### src/rtl/exec_time_counter.sv
// exec_time_counter: measures how long the processor stays in the execution
// phase, latches the result for the seven-segment path and issues one
// conversion start pulse per run once the controller reaches finish.
// Optional build macro EXEC_TIMER_US_EN: count whole microseconds through a
// CLK_PER_US prescaler instead of raw clock cycles.
module exec_time_counter #(
    parameter int unsigned CLK_PER_US = 50
) (
    input  logic        clk,
    input  logic        rst,
    input  logic [2:0]  state,
    input  logic        conv_ready,
    output logic [25:0] binary_time_value,
    output logic        start_timeValue_convetion,
    output logic        running,
    output logic        overflow
);

    localparam int unsigned CNT_W = 26;
    localparam logic [CNT_W-1:0] CNT_MAX = '1;

    localparam logic [2:0] ST_IDLE   = 3'd0;
    localparam logic [2:0] ST_EXEC   = 3'd4;
    localparam logic [2:0] ST_FINISH = 3'd6;

    typedef enum logic [1:0] {
        IDLE     = 2'd0,
        COUNT    = 2'd1,
        WAIT_FIN = 2'd2,
        DONE     = 2'd3
    } fsm_t;

    // Elaboration-time guard on the prescaler range
    if (CLK_PER_US < 2 || CLK_PER_US > 1023) begin : g_param_check
        $error("exec_time_counter: CLK_PER_US out of range 2..1023");
    end

`ifdef EXEC_TIMER_US_EN
    localparam int unsigned PRESC_W = 10;
    localparam logic [PRESC_W-1:0] PRESC_LAST = PRESC_W'(CLK_PER_US - 1);
    localparam logic [CNT_W-1:0]   CNT_START  = '0;

    logic [PRESC_W-1:0] presc_q;
    logic [PRESC_W-1:0] presc_nx;
    logic               tick;
`else
    localparam logic [CNT_W-1:0]   CNT_START  = CNT_W'(1);
`endif

    fsm_t             fsm_q;
    fsm_t             fsm_nx;
    logic [CNT_W-1:0] cnt_q;
    logic [CNT_W-1:0] cnt_nx;
    logic [CNT_W-1:0] btv_nx;
    logic             start_nx;
    logic             ovf_nx;
    logic             begin_run;

    // Next-state, counter and output computation
    always_comb begin
        fsm_nx    = fsm_q;
        cnt_nx    = cnt_q;
        btv_nx    = binary_time_value;
        start_nx  = 1'b0;
        ovf_nx    = overflow;
        begin_run = 1'b0;
`ifdef EXEC_TIMER_US_EN
        presc_nx  = presc_q;
        tick      = (presc_q == PRESC_LAST);
`endif

        case (fsm_q)
            IDLE: begin
                if (state == ST_EXEC) begin
                    begin_run = 1'b1;
                end
            end
            COUNT: begin
                if (state == ST_EXEC) begin
`ifdef EXEC_TIMER_US_EN
                    presc_nx = tick ? '0 : presc_q + PRESC_W'(1);
                    if (tick) begin
                        if (cnt_q == CNT_MAX) begin
                            ovf_nx = 1'b1;
                        end else begin
                            cnt_nx = cnt_q + CNT_W'(1);
                        end
                    end
`else
                    if (cnt_q == CNT_MAX) begin
                        ovf_nx = 1'b1;
                    end else begin
                        cnt_nx = cnt_q + CNT_W'(1);
                    end
`endif
                end else begin
                    btv_nx = cnt_q;
                    fsm_nx = WAIT_FIN;
                end
            end
            WAIT_FIN: begin
                if (state == ST_FINISH) begin
                    if (conv_ready) begin
                        start_nx = 1'b1;
                        fsm_nx   = DONE;
                    end
                end else if (state == ST_EXEC) begin
                    begin_run = 1'b1;
                end else if (state == ST_IDLE) begin
                    fsm_nx = IDLE;
                end
            end
            DONE: begin
                if (state == ST_EXEC) begin
                    begin_run = 1'b1;
                end else if (state == ST_IDLE) begin
                    fsm_nx = IDLE;
                end
            end
            default: fsm_nx = IDLE;
        endcase

        // A new run clears the sticky overflow and restarts the count
        if (begin_run) begin
            fsm_nx = COUNT;
            cnt_nx = CNT_START;
            ovf_nx = 1'b0;
`ifdef EXEC_TIMER_US_EN
            presc_nx = '0;
`endif
        end
    end

    // State and output registers with synchronous reset
    always_ff @(posedge clk) begin
        if (rst) begin
            fsm_q                     <= IDLE;
            cnt_q                     <= '0;
            binary_time_value         <= '0;
            start_timeValue_convetion <= 1'b0;
            running                   <= 1'b0;
            overflow                  <= 1'b0;
`ifdef EXEC_TIMER_US_EN
            presc_q                   <= '0;
`endif
        end else begin
            fsm_q                     <= fsm_nx;
            cnt_q                     <= cnt_nx;
            binary_time_value         <= btv_nx;
            start_timeValue_convetion <= start_nx;
            running                   <= (fsm_nx == COUNT);
            overflow                  <= ovf_nx;
`ifdef EXEC_TIMER_US_EN
            presc_q                   <= presc_nx;
`endif
        end
    end

endmodule

### config.mk
export PLATFORM = sky130hd
export DESIGN_NAME = exec_time_counter
export DESIGN_NICKNAME = d
export VERILOG_FILES = /design/src/rtl/exec_time_counter.sv
export SDC_FILE = /design/constraint.sdc
export NUM_CORES = 1
export LEC_CHECK = 0
export ABC_AREA = 1
export BUFFER_PORTS_ARGS = -buffer_cell sky130_fd_sc_hd__buf_2
export CORE_ASPECT_RATIO = 0.75
export CORE_MARGIN = 2
export CORE_UTILIZATION = 30
export DETAILED_ROUTE_END_ITERATION = 8
export HOLD_SLACK_MARGIN = 0.05
export PLACE_DENSITY = 0.48
export SLEW_MARGIN = 20
export SYNTH_ARGS = -nofsm -noshare
export SYNTH_HDL_FRONTEND = slang
export SYNTH_SLANG_ARGS = --single-unit
### constraint.sdc
create_clock -name clk -period 1.8 [get_ports clk]
set_input_delay 0.18 -clock clk [delete_from_list [all_inputs] [get_ports clk]]
set_output_delay 0.18 -clock clk [all_outputs]
set_load 0.05 [all_outputs]
# Yosys cells after proc, flatten, opt, wreduce, memory -nomap -nowiden
# Index checks and enable logic that the tools add are counted.
# Widths: inputs -> output; s select.
# op_classes
addsub	1
mul	0
div_mod_pow	0
n_lt_le_gt_ge	0
eq_ne	8
n_shift	0
n_mux	15
bitwise_logic	4
reduce_logical	11
# ops
op	n
$add 26x1->26 const B	1
$eq 26x26->1 const B	1
$mux 2	6
$reduce_and 3->1	3
$mux 1	7
$eq 3x3->1 const B	2
$pmux 2 s3	1
$eq 2x1->1 const B	2
$eq 2x2->1 const B	2
$not 1->1	4
$reduce_bool 2->1	2
$reduce_or 2->1	2
$logic_not 3->1	1
$reduce_or 3->1	1
$logic_not 2->1	1
$ne 2x2->1 const B	1
$pmux 1 s2	1
$reduce_and 2->1	1
# word_totals
ff_bits	57
latch_bits	0
mem_bits_rw	0
romBits	0
input_bits	6
output_inout_bits	29
memories	0

# Depth between registers and ports, before layout
# logic_depth
depth_word	7
mapped_depth	11

# Worst setup path after synthesis
# No wires, ideal clock.
# synth_path
path_kind	flip-flop to flip-flop
from	register cnt_q[0]
to	register cnt_q[15]
arrival_time_ps	1562
slack_ps	95
path_stages_with_launch	12
period_less_slack_ps	1705
path_cell_list	dfxtp_1 ha_1 inv_1 nor2_4 nand2_4 nor2_8 nand3_4 nand2_4 inv_2 buf_6 nand2_1 a21oi_2
# synth_via
elab_chain_cells	3
elab_cells_between_ends	4
classes_between	add/sub: 1; eq/ne: 1; bitwise: 1; reduce/logical: 1
# synth_lines
item	line	source
from (decl)	52	logic [CNT_W-1:0] cnt_q;
from (signal assigned)	148	cnt_q <= cnt_nx;
parallel branches: the longest is 3 deep, another holds $add 26x1->26	-	
# Parallel ways; which one is timed is not known.
# A chain may end at the register's enable or synchronous reset.

# Worst setup path after layout
# layout_path
from	register cnt_q[0]
to	register cnt_q[23]
# Same word-level chain as after synthesis.

==> run summary <==
The run finished with clean final reports. The number of search-and-repair iterations in the first detailed-routing pass was 4. Final cell count without fillers: 615. The logs give 2 for the clock tree buffer depth and 57 for the clock sink total. The worst setup path is of the register to register kind. Overall power after layout: 3.703 mW.

Cells fill 39.20% of the core in the end. 0 antenna diodes ended up in the layout. TritonCTS built the clock tree. Setup repair after global routing could not meet its margin everywhere. The die covers 10630 um2. After detailed placement, the total cell area comes to 3415 um2. The synthesized area per cell was 7.010 um2. The total count of hold-check failures in the final report was 0. During placement, the flow inserted port buffers numbering 34. Based on the critical path, the design can be clocked at up to 0.6010 GHz. For this configuration, the core starts out at a cell density of 30.61%. The synthesized netlist cell count is 420. The wire length of the first global-routing pass is 14360 um. Sequential share of the synthesized area: 38.76%. The total routing usage reported by global routing was 17.10%.

The number of global-route vias before repair is 2768, and the floorplan die width is 118.4 um. The met1 global-route usage was 26.18%; the fraction of final layout cells sized beyond drive strength 1 was 24.02%. Relative to the synthesized area, the layout overhead comes to 28.09%. The count of warnings emitted by yosys was 0; the overall via count from detail_route was 2807. Including well taps, the total number of placed cells is 598. For this run the aggregate overflow at the end of global routing stands at 0. The run gives 0 as the initial antenna violation count. In this run the static leakage power is 1.571 nW.

Leaving out fill and tap cells, the most frequent cell in the layout is sky130_fd_sc_hd__nand2_1. In this run the number of H-tree levels came out at 3. In this run, the combinational gates consume 12.5% of the power. Along the worst path, the maximum fanout reaches 17. Of the total power, registers draw 36.5%. Data arrives at the worst endpoint at 1.92 ns. Setup violations remaining at the end of the flow were counted as 0. After clock tree synthesis, the clock-pin slew on the worst setup and hold paths is 0.06 ns. The layer carrying the most global-route usage was met1. Category of the worst setup path launch point: a register.

Among all stages on the critical path, the largest delay is contributed by sky130_fd_sc_hd__dfxtp_1. The final net count was 489; the setup slack on the worst flop-to-flop path was 0.14 ns. Counting flops and latches in the post-synthesis netlist gives 57. The tool flagged a number of max-cap violations equal to 0. The worst register-to-register path begins at cnt_q[0]. The post-layout minimum cycle time is 1.664 ns.

In this run the worst setup path begins at cnt_q[0]. In this run the most critical hold path is launched from conv_ready. The logs give 0.09833 ns for the final hold slack and 0 for the number of max-slew violations in the final report. For this run, the slowest stage of the critical path takes 0.34 ns. Most used cell along the critical path: sky130_fd_sc_hd__nand2_4.

The switching share of power works out to 27.34%. Leaving out fill and tap cells, the most frequent cells in the layout are 94 x sky130_fd_sc_hd__nand2_1, 56 x sky130_fd_sc_hd__dfxtp_1, 53 x sky130_fd_sc_hd__nor2_1, 36 x sky130_fd_sc_hd__inv_1, 34 x sky130_fd_sc_hd__buf_2. Floorplan die height: 89.79 um. Met3 track demand over resource in global routing: 3.744%. Counting both buffers and inverters, the worst setup path holds a total of 2.

Once layout is done, the placed cells without fillers occupy 3771 um2. The tools report the pin count of the biggest net entering global routing as 44. The worst pin sits at a relative slew slack of 73.32%.

Summing all multi-input logic gate instances after layout gives 1582 um2. The routed wire length per instance works out to 13.66 um. Across the routed clock network, the largest skew measured is 0.007532 ns. For the site row count, the log shows 31.

The synthesized netlist contains 30 unique library cells. The signal on the critical path passes through ha_1 -> inv_1 -> nor2_4 -> nand2_4 -> nor2_8 -> nand3_4 -> nand2_4 -> buf_12 -> nand2_1 -> a21oi_1. The worst hold path belongs to the class input pin to register.

Largest delay contributor family on the critical path: simple AND/OR/NAND/NOR gates. For the number of fillers in the final layout, the log shows 1036. Data on the critical path is required at its endpoint by 2.06 ns. The routed wire length was 8399 um; the detail-routed via count per cell was 4.564. The fraction of power consumed by the clock network is 51.0%, and the DRC violation count after routing is 0.

The logs give 9619 um2 for the placeable core area and 2.691 mW for the internal power. STA classifies the critical path endpoint as a register. The area used by sequential logic in the layout is 1142 um2. The setup slack after placement is 0.09365 ns, and the summed instance area of the synthesized netlist is 2944 um2. In the global route stage, met2 resource usage came out at 23.46%.

In the final timing run, aggregate negative setup slack is 0 ns. At the end of routability-driven placement, the weighted congestion stood at 0.8753. For this design the ratio of total power to cell area is 981.9 nW/um2. The wire-length estimate of the detail-placed layout is 6209 um.

Once routing completed, OpenROAD measured the worst setup slack at 0.1360 ns. 35 I/O pins were placed. The worst-case IR drop observed on VDD is 0.4403 mV. After layout, the worst path uses 92.44% of the clock period.

The remaining antenna violation count after routing is 0, and the number of buffers created by CTS is 9. The tools report the number of nets in the synthesized netlist as 431. The number of design-rule violations left by the first detailed-router iteration is 152. CTS placed an instance of sky130_fd_sc_hd__clkbuf_16 at the clock tree root. The clock reaches the later pin of the worst-skew pair after 0.33 ns. At the pin with the least slew margin, the transition time is 0.3987 ns.

Summed over all nets, the switching power comes to 1.012 mW.
final cells by class:
class,count,area share [%]
clock buffer,10,6.337
clock inverter,6,2.389
inverter,39,3.882
multi-input combinational,308,41.94
sequential,57,30.29
tap,132,4.380
timing repair buffer,63,10.78
routing by layer:
| layer | part of all wire, % | vias up |
|---|---|---|
| met5 | 0 | - |
| met4 | 1.0 | 0 |
| met3 | 6.1 | 8 |
| met2 | 39 | 58 |
| met1 | 54 | 1265 |
| li1 | - | 1476 |
cell families after synthesis:
logic type               Yosys count  share of synthesized area [%]
AO/OA/AOI/OAI                     76                          14.28
flip-flops                        57                          38.76
AND/OR/NAND/NOR                  215                          33.23
adder cells (fa/ha/maj)            5                          2.125
XOR/XNOR                          12                          3.570
buffers and inverters             55                          8.032
what timing repair did:
action	CTS	global route
resized for setup	0	6
setup endpoints to repair	0	11
buffers inserted	0	0
hold endpoints to repair	1	0
hold buffers	1	0
worst min-delay path, stage by stage:
cell and delay (ns):
sky130_fd_sc_hd__buf_2 0.09, sky130_fd_sc_hd__inv_1 0.06, sky130_fd_sc_hd__nor3_1 0.05
state kept, by name, indices dropped and copies added, names as in the netlist:
signal	count
binary_time_value	26
fsm_q	2
start_timeValue_convetion	1
running	1
overflow	1
cnt_q	26
worst paths after layout:
check,endpoint,cells after the start
max,cnt_q[23],10
min reg2reg,overflow,2
max reg2reg,cnt_q[23],10
min,start_timeValue_convetion,3
power groups by stage:
stage / logic (mW) / registers (mW) / clock network (mW)
final: 0.462 / 1.35 / 1.89
after global routing: 0.506 / 1.36 / 1.98
after CTS: 0.465 / 1.35 / 1.93
after detailed placement: 0.461 / 1.38 / 0
after global placement: 0.458 / 1.38 / 0
after floorplan: 0.161 / 1.56 / 0
cells in the mapped netlist, drive strengths merged:
master	count	area, um2
a21boi	1	7.510
a21oi	43	252.7
and2	2	12.51
buf	8	60.05
clkbuf	8	30.03
clkinv	1	3.750
dfxtp	57	1141
ha	5	62.56
inv	38	142.6
nand2	109	456.7
nand3	27	147.6
nand3b	1	7.510
nand4	12	75.07
nor2	61	262.8
nor3	2	10.01
o21ai	32	160.2
or2	1	6.260
xnor2	2	17.52
xor2	10	87.58
(Power assumes the default switching activity.)
